<file path="config.mk">
export PLATFORM = sky130hd
export DESIGN_NAME = io_port_bridge
export DESIGN_NICKNAME = d
export VERILOG_FILES = /design/src/rtl/io_port_bridge.sv
export SDC_FILE = /design/constraint.sdc
export NUM_CORES = 1
export LEC_CHECK = 0
export ABC_AREA = 1
export CAP_MARGIN = 15
export CORE_ASPECT_RATIO = 1.4
export CORE_MARGIN = 2
export CORE_UTILIZATION = 45
export DETAILED_ROUTE_END_ITERATION = 7
export PLACE_DENSITY = 0.81
export SKIP_CTS_REPAIR_TIMING = 1
export SYNTH_ARGS = -nofsm -noshare
export SYNTH_HDL_FRONTEND = slang
export SYNTH_SLANG_ARGS = --single-unit
export TNS_END_PERCENT = 1
</file>
<file path="constraint.sdc">
create_clock -name main_clk -period 2.2 [get_ports main_clk]
set_input_delay 0.55 -clock main_clk [delete_from_list [all_inputs] [get_ports main_clk]]
set_output_delay 0.55 -clock main_clk [all_outputs]
set_load 0.03 [all_outputs]
</file>
<file path="src/rtl/io_port_bridge.sv">
// Memory-mapped I/O responder for the single-cycle CPU: commits bus writes once per
// CPU cycle, serves combinational reads, and conditions switches and keys.
module io_port_bridge #(
    parameter logic [23:0] BASE_ADDR       = 24'h000000,
    parameter int          DEBOUNCE_CYCLES = 50000,
    parameter int          NKEY            = 4
) (
    input  logic            main_clk,
    input  logic            resetn,
    input  logic            cpu_clk,
    input  logic [31:0]     addr,
    input  logic [31:0]     wdata,
    input  logic            we,
    output logic [31:0]     rdata,
    input  logic [9:0]      sw,
    input  logic [NKEY-1:0] key_n,
    output logic [31:0]     out_port0,
    output logic [31:0]     out_port1
);

    localparam logic [7:0]  OFF_SW     = 8'hC0;
    localparam logic [7:0]  OFF_KEY    = 8'hC4;
    localparam logic [7:0]  OFF_EVT    = 8'hC8;
    localparam logic [7:0]  OFF_PORT0  = 8'hCC;
    localparam logic [7:0]  OFF_PORT1  = 8'hD0;
    localparam logic [7:0]  OFF_CYC    = 8'hD4;
    localparam logic [15:0] DB_LAST    = 16'(DEBOUNCE_CYCLES - 1);

    logic            commit;
    logic            hit;
    logic            wr;
    logic [7:0]      offs;
    logic [9:0]      sw_p0, sw_p1;
    logic [NKEY-1:0] key_p0, key_p1;
    logic [NKEY-1:0] stable;
    logic [NKEY-1:0] evt;
    logic [NKEY-1:0] accept;
    logic [NKEY-1:0] evt_clr;
    logic [15:0]     cnt [NKEY];
    logic [31:0]     cyc;

    // cpu_clk low at this edge means this is the final main_clk edge of the CPU cycle
    assign commit = ~cpu_clk;
    assign hit    = (addr[31:8] == BASE_ADDR);
    assign offs   = addr[7:0];
    assign wr     = commit & we & hit;

    // Stage p0/p1: two-flop synchronisers; keys are inverted so 1 means pressed
    always_ff @(posedge main_clk or negedge resetn) begin
        if (!resetn) begin
            sw_p0  <= '0;
            sw_p1  <= '0;
            key_p0 <= '0;
            key_p1 <= '0;
        end else begin
            sw_p0  <= sw;
            sw_p1  <= sw_p0;
            key_p0 <= ~key_n;
            key_p1 <= key_p0;
        end
    end

    always_comb begin
        accept  = '0;
        evt_clr = '0;
        for (int i = 0; i < NKEY; i++) begin
            accept[i] = key_p1[i] & ~stable[i] & (cnt[i] == DB_LAST);
        end
        if (wr && offs == OFF_EVT) begin
            evt_clr = wdata[NKEY-1:0];
        end
    end

    // Debounce stage: a new level must persist DEBOUNCE_CYCLES edges before acceptance
    always_ff @(posedge main_clk or negedge resetn) begin
        if (!resetn) begin
            stable <= '0;
            evt    <= '0;
            for (int i = 0; i < NKEY; i++) begin
                cnt[i] <= '0;
            end
        end else begin
            for (int i = 0; i < NKEY; i++) begin
                if (key_p1[i] != stable[i]) begin
                    if (cnt[i] == DB_LAST) begin
                        stable[i] <= key_p1[i];
                        cnt[i]    <= '0;
                    end else begin
                        cnt[i] <= cnt[i] + 16'd1;
                    end
                end else begin
                    cnt[i] <= '0;
                end
            end
            // A press accepted on the same edge as a clear keeps the event set
            evt <= (evt & ~evt_clr) | accept;
        end
    end

    always_ff @(posedge main_clk or negedge resetn) begin
        if (!resetn) begin
            out_port0 <= '0;
            out_port1 <= '0;
            cyc       <= '0;
        end else begin
            if (commit) begin
                cyc <= cyc + 32'd1;
            end
            if (wr && offs == OFF_PORT0) begin
                out_port0 <= wdata;
            end
            if (wr && offs == OFF_PORT1) begin
                out_port1 <= wdata;
            end
        end
    end

    always_comb begin
        rdata = '0;
        if (hit) begin
            case (offs)
                OFF_SW:    rdata = {22'b0, sw_p1};
                OFF_KEY:   rdata = 32'(stable);
                OFF_EVT:   rdata = 32'(evt);
                OFF_PORT0: rdata = out_port0;
                OFF_PORT1: rdata = out_port1;
                OFF_CYC:   rdata = cyc;
                default:   rdata = '0;
            endcase
        end
    end

endmodule

</file>
Word-level counts from Yosys, hierarchy flattened
Cells that the tools add are included.

Register bits: 196. Output and inout port bits: 96.

Equal/unequal tests: 14. Reduce and logical (&&, ||, !) cells: 8. Add/sub/neg operators: 5. Bitwise operators: 19. Muxes and demuxes: 11.

Operator list (number): one-hot mux 32 bit (6 select lines) (1); two-way mux 16 bit (8); adder 16 x 1 -> 16 bit (second input constant) (4); equality test 16 bit (second input constant) (4); equality test 8 bit (second input constant) (6); adder 32 x 1 -> 32 bit (second input constant) (1); two-way mux 32 bit (1); logical NOT 24 bit (1); AND 1 bit (10); NOT 4 bit (2); AND reduction 2 bit (4); NOT 1 bit (5); AND 4 bit (1); two-way mux 4 bit (1); inequality test 1 bit (4); OR 4 bit (1); logical AND 1 bit (3).

Logic depth before layout (Yosys ltp)
Gate-level depths: netlist of run 1.

Depth in word-level cells: 8. Depth in mapped cells: 10. Gate-level depth less buffers: 10.

Worst setup path before layout of run 1
Ideal clock, no wire load.

Path kind: in2out. From: in addr[6]. To: out rdata[15]. Path slack: -0.304 ns. Cell stages on the path: 10. Arrival time: 1.954 ns. Path buffers: 2. Cells stage by stage: nand2_1 -> inv_1 -> nand4_1 -> nor2_1 -> buf_2 -> buf_2 -> nand2_1 -> nand2_1 -> inv_1 -> a21oi_1.

Word-level cells in the longest chain between the ends: 3.

RTL lines: from (decl) (RTL line 11) `input logic [31:0] addr,`; equality test 8 bit (RTL line 121) `case (offs)`; one-hot mux 32 bit (6 select lines) (*) (RTL line 121); two-way mux 32 bit (*) (RTL line 120) `if (hit) begin`; to (decl) (RTL line 14) `output logic [31:0] rdata,`.

Mark *: on every way between the ends. The rest lies on a longest branch, timed or not.

Worst setup path in the final report of run 1
From: in addr[16]. To: out rdata[5].

Word-level cells in the longest chain between the ends: 2.

RTL lines: logical NOT 24 bit (RTL line 44) `assign hit = (addr[31:8] == BASE_ADDR);`; two-way mux 32 bit (RTL line 120).

No other way between the ends.

==> results of run 1 <==
==> metrics by stage <==
| stage | cell area [µm²] | total power [mW] | setup TNS, ps | util |
|---|---|---|---|---|
| floorplan | 10100 | 4.11 | -1010 | - |
| global placement | 12400 | 4.45 | -26670 | 0.583 |
| detailed placement | 12400 | 4.47 | -30100 | 0.583 |
| CTS | 12900 | 7.47 | -19980 | 0.610 |
| global route | 13400 | 7.72 | -11070 | 0.630 |
| finish | 13400 | 7.42 | -8350 | 0.630 |
==> cell type report <==
| type | count | share of cell area |
|---|---|---|
| Antenna cell | 1 | 0.000187 |
| Sequential cell | 196 | 0.367 |
| Tap cell | 260 | 0.0243 |
| Clock inverter | 15 | 0.0105 |
| Clock buffer | 17 | 0.0318 |
| Timing Repair Buffer | 224 | 0.180 |
| Multi-Input combinational cell | 863 | 0.335 |
| Inverter | 181 | 0.0510 |
==> metal layers <==
| metal | vias up | share of wire | wire [µm] | GRT usage |
|---|---|---|---|---|
| li1 | 4407 | - | - | - |
| met1 | 4393 | 0.38 | 10700 | 0.295 |
| met2 | 385 | 0.51 | 14200 | 0.420 |
| met3 | 90 | 0.067 | 1870 | 0.0456 |
| met4 | 0 | 0.044 | 1240 | 0.0879 |
| met5 | - | 0 | 0 | 0 |
==> worst paths after layout <==
kind	depth (start not counted)	start	endpoint	slack [ps]
setup / recovery	10	addr[16]	rdata[5]	-290
hold / removal	1	resetn	cnt[54]$_DFF_PN0_	8
setup reg to reg	10	cyc[1]$_DFFE_PN0N_	cyc[26]$_DFFE_PN0N_	270
hold reg to reg	0	sw_p0[0]$_DFF_PN0_	sw_p1[0]$_DFF_PN0_	350
max in group asynchronous	2	resetn	out_port0[16]$_DFFE_PN0P_	1540
min in group main_clk	0	sw_p0[0]$_DFF_PN0_	sw_p1[0]$_DFF_PN0_	350
==> flip-flops by register name, summed over array words and instances, names as in the netlist <==
signal     count
cnt           64
cyc           32
out_port0     32
out_port1     32
sw_p0         10
sw_p1         10
evt            4
key_p0         4
key_p1         4
stable         4
==> kinds of logic after synthesis <==
group	after synthesis	synth area share
fa+ha+maj	9	0.0116
compound gates	130	0.0670
buf+inv	212	0.0836
xor+xnor	41	0.0368
flops	196	0.503
simple gates	683	0.298
==> synthesized netlist by cell type, drive strengths merged <==
cell type    n  area [µm²]
nand2      292        1100
nor2       220         855
dfrtp      196        4900
inv        181         679
nand3       95         493
o21ai       94         470
nor3        39         216
a21oi       35         175
xor2        33         289
nand4       18         113
clkbuf      16        60.1
buf         15        75.1
ha           9         113
xnor2        8        70.1
and3         5        31.3
or2          5        31.3
nand3b       3        22.5
nor3b        3        22.5
and2         2        12.5
a211oi       1        7.51
nor4         1        6.26
==> power groups by stage <==
stage	Clock [mW]	Sequential (mW)	Combinational, mW
after floorplan	0	3.86	0.246
after global placement	0	3.88	0.574
after detailed placement	0	3.88	0.583
after CTS	3.07	3.81	0.594
after global routing	3.21	3.83	0.673
final	3.01	3.82	0.595
==> worst reg2reg max path: cells and delay by family (launching register included) <==
kind,cells,cell delay [ps]
and+or+nand+nor,9,1180
DFF,1,420
adders and majority gates,1,230
==> flow_summary.ini, run 1 <==
[global_route]
grt_pass1_wl_um = 43600
grtUsageTotal = 0.240
antenna_found_initial = 1
grt_max_degree = 65
grt_pass1_vias = 8983
grt-ovfl-total = 0

[timing]
rsz0062_at_grt = true
finalCritPeriodShare = 1.13
final-max-slew-violation-count = 0
hold_viol = 0
whs_ps = 8.17
min_period_ps = 2490
finClkSkew_ps = 6.94
max_slew.worst_pin.slew_ps = 430
finalSetupViolations = 32
setup_ws_ps = -292
relSlewSlack = 0.711
max_freq_ghz = 0.401

[place]
port-buffer-count = 177
dpl.cell_count = 1713
routabilityCongestion = 0.919
hpwl_um = 19500
dp_slack_ps = -661

[detailed_routing]
drc = 0
routed_wl_um = 28100
wl_per_cell_um = 16.0
ant_nets = 0
vias_per_cell = 5.28
vias = 9275
drt_pre_antenna_iters = 5
drtIter0Drc = 651

[logic_synthesis]
synth_cells = 1271
synth_area_um2 = 9750
yosysUniqueCellTypes = 32
ys_warn_count = 0
ys_ff_latch = 196
synth_fp_nets = 1362
syn_avg_cell_area_um2 = 7.67
synth-seq-area-share = 0.503

[power_and_ir_drop]
p_sw_mw = 1.93
clkPwrFrac = 0.405
ir_worst_vdd_mv = 0.633
p_leak_nw = 6.02
power_frac_seq = 0.514
power_frac_comb = 0.080
power_density_nw_per_um2 = 555
p_int_mw = 5.48
swShare = 0.261

[clocking]
clock_latency_ps = 440
cts_sinks = 196
numCtsBuffers = 17
path_clk_slew_ps = 70
cts-htree-levels = 4
cts_root_buf = clkbuf_16
cts_tree = built
clockBufferDepth = 2

[setup_path]
cp_top_family = simple AND/OR/NAND/NOR gates
critical_path_buf_inv_count = 3
end_kind = output port
worstSetupStartpointType = input port
cp_slowest_stage_delay_ps = 240
critical_path_class = in2out
path_cells = buf_6 > nor2_4 > nand2_1 > nor2_1 > nand2_1 > nor2_4 > nand3_4 > buf_12 > nor2_4 > buf_12
slowest_stage = nand3_4
cp.arrival_ps = 1940
critPathRequiredTime_ps = 1650
crit_top_cell = nor2_4
cp_max_fo = 6

[status]
status = finished, violations left
violations = setup timing

[die]
dieArea_um2 = 22900
ios = 178
rows = 63
die_y_um = 178
die_x_um = 128
core_area_um2 = 21200
initial_utilization = 0.460

[finish]
layout_common_cells = nand2_1, dfrtp_1, inv_1
syn2layout_area_growth_pct = 37.2
nFillCells = 1680
layout_commonest_cell = nand2_1
seq_area_um2 = 4900
layout-drive-gt1-share = 0.148
finalNonFillerCells = 1757
multi_input_area_um2 = 4480
nets = 1574

[flow_run]
cap_violations = 0

[hold_path]
hold_path.class = in2async
No activity file was read; power rests on OpenSTA's default activity.
==> inputs of run 2 (changes only) <==
--- a/config.mk
+++ b/config.mk
@@ -11,6 +11,7 @@
 export CORE_MARGIN = 2
 export CORE_UTILIZATION = 45
 export DETAILED_ROUTE_END_ITERATION = 7
+export HOLD_SLACK_MARGIN = 0.03
 export PLACE_DENSITY = 0.81
 export SKIP_CTS_REPAIR_TIMING = 1
 export SYNTH_ARGS = -nofsm -noshare
==> run 2 against run 1 <==
  * The flow still finishes with violations (setup timing)
  * Hold slack gained 340 ps
  * Power is essentially flat
  * Sequential power hardly changed
  * Sequential share of layout area about the same
  * Critical endpoint unchanged
==> flow_summary.ini, run 2 (synthesis gave the netlist of run 1 again) <==
[timing]
finalSetupViolations = 32
hold_viol = 0
finalCritPeriodShare = 1.13
relSlewSlack = 0.715
final-max-slew-violation-count = 0
max_freq_ghz = 0.401
max_slew.worst_pin.slew_ps = 425
setup_ws_ps = -291
rsz0062_at_grt = true
finClkSkew_ps = 6.99
min_period_ps = 2490

[setup_path]
cp.arrival_ps = 1940
crit_start = addr[16]
cp_top_family = simple AND/OR/NAND/NOR gates
path_cells = buf_6 > nor2_4 > nand2_1 > nor2_1 > nand2_1 > nor2_4 > nand3_4 > buf_12 > nor2_4 > buf_12
crit_top_cell = nor2_4
critical_path_buf_inv_count = 3
slowest_stage = nand3_4
end_kind = output port
cp_slowest_stage_delay_ps = 240
r2r_cells = 10
rrSetupSlack_ps = 280
critical_path_class = in2out
critPathRequiredTime_ps = 1650
reg2reg_from = cyc[1]$_DFFE_PN0N_
cp_max_fo = 6
worstSetupStartpointType = input port
r2r_end = cyc[26]$_DFFE_PN0N_

[global_route]
grtUsageTotal = 0.240
antenna_found_initial = 1
grt-ovfl-total = 0
grt_pass1_vias = 8983
grt_pass1_wl_um = 43600
grt_max_degree = 65

[detailed_routing]
highest_layer = met4
drtIter0Drc = 643
drt_pre_antenna_iters = 5
routed_wl_um = 28100
wl_met3_um = 1920
met2_length_um = 14200
ant_nets = 0
wl_per_cell_um = 16.0
vias = 9247
vias_per_cell = 5.26
drc = 0
wl_met1_um = 10700

[finish]
regMostFlops = cnt
largest_register_ffs = 64
finalNonFillerCells = 1758
final_core_util = 0.631
nets = 1575
nFillCells = 1679
layout_common_cells = nand2_1, dfrtp_1, inv_1
final_area_um2 = 13400
syn2layout_area_growth_pct = 37.3
layout-drive-gt1-share = 0.148
layout_commonest_cell = nand2_1

[flow_run]
cap_violations = 0

[die]
core_area_um2 = 21200
rows = 63
dieArea_um2 = 22900
die_y_um = 178
die_x_um = 128
initial_utilization = 0.460
ios = 178

[place]
dpl.cell_count = 1713
port-buffer-count = 177
hpwl_um = 19500
routabilityCongestion = 0.919
placed_area_um2 = 12400
dp_slack_ps = -661

[status]
status = finished, violations left
violations = setup timing

[clocking]
cts-htree-levels = 4
path_clk_slew_ps = 70
cts_tree = built
clock_latency_ps = 440
cts_root_buf = clkbuf_16
numCtsBuffers = 17
cts_sinks = 196
clockBufferDepth = 2

[power_and_ir_drop]
p_leak_nw = 6.02
power_mw = 7.42
ir_worst_vdd_mv = 0.633
power_density_nw_per_um2 = 554

[hold_path]
hold_end = key_p1[2]$_DFF_PN0_
min_from = key_p0[2]$_DFF_PN0_
hold_path.class = reg2reg
whs_path_depth = 0
==> run 2: changes by cell type in the layout (fill, tap and decap cells not counted) <==
cell / change
dlygate4sd3_1: +1
==> run 2: metal layers <==
| layer | global-route usage | up-vias |
|---|---|---|
| li1 | - | 4411 |
| met1 | 0.295 | 4362 |
| met2 | 0.420 | 386 |
| met3 | 0.0456 | 88 |
| met4 | 0.0879 | 0 |
| met5 | 0 | - |
==> run 2: cell type report <==
type                    count  area [µm²]  share of cell area
diodes                      1        2.50            0.000187
clock buffers              17         425              0.0318
clock inverters            15         140              0.0105
inverters                 181         682              0.0510
multi-input cells         863        4480               0.335
flip-flops and latches    196        4900               0.367
well taps                 260         325              0.0243
repair buffers            225        2420               0.181
==> run 2: worst max-delay path by stage <==
stage                            to  slack [ps]  depth (start not counted)
after floorplan           rdata[13]         -90                          9
after global placement     rdata[3]        -630                          9
after detailed placement   rdata[1]        -660                          9
after CTS                 rdata[10]        -700                         11
after global routing      rdata[18]        -370                         11
final                      rdata[5]        -290                         10
==> run 2: through the flow <==
step                      hold slack, ps  setup TNS (ps)
after floorplan                      254           -1010
after global placement               332          -26670
after detailed placement             335          -30100
after CTS                           2.83          -19980
after global routing                 356          -11070
final                                351           -8350
==> run 2: power breakdown <==
| part | internal [mW] | switching, mW | leakage (nW) |
|---|---|---|---|
| registers | 3.71 | 0.106 | 2.58 |
| logic | 0.271 | 0.327 | 3.16 |
| clock network | 1.50 | 1.50 | 0.279 |
| total | 5.48 | 1.93 | 6.02 |
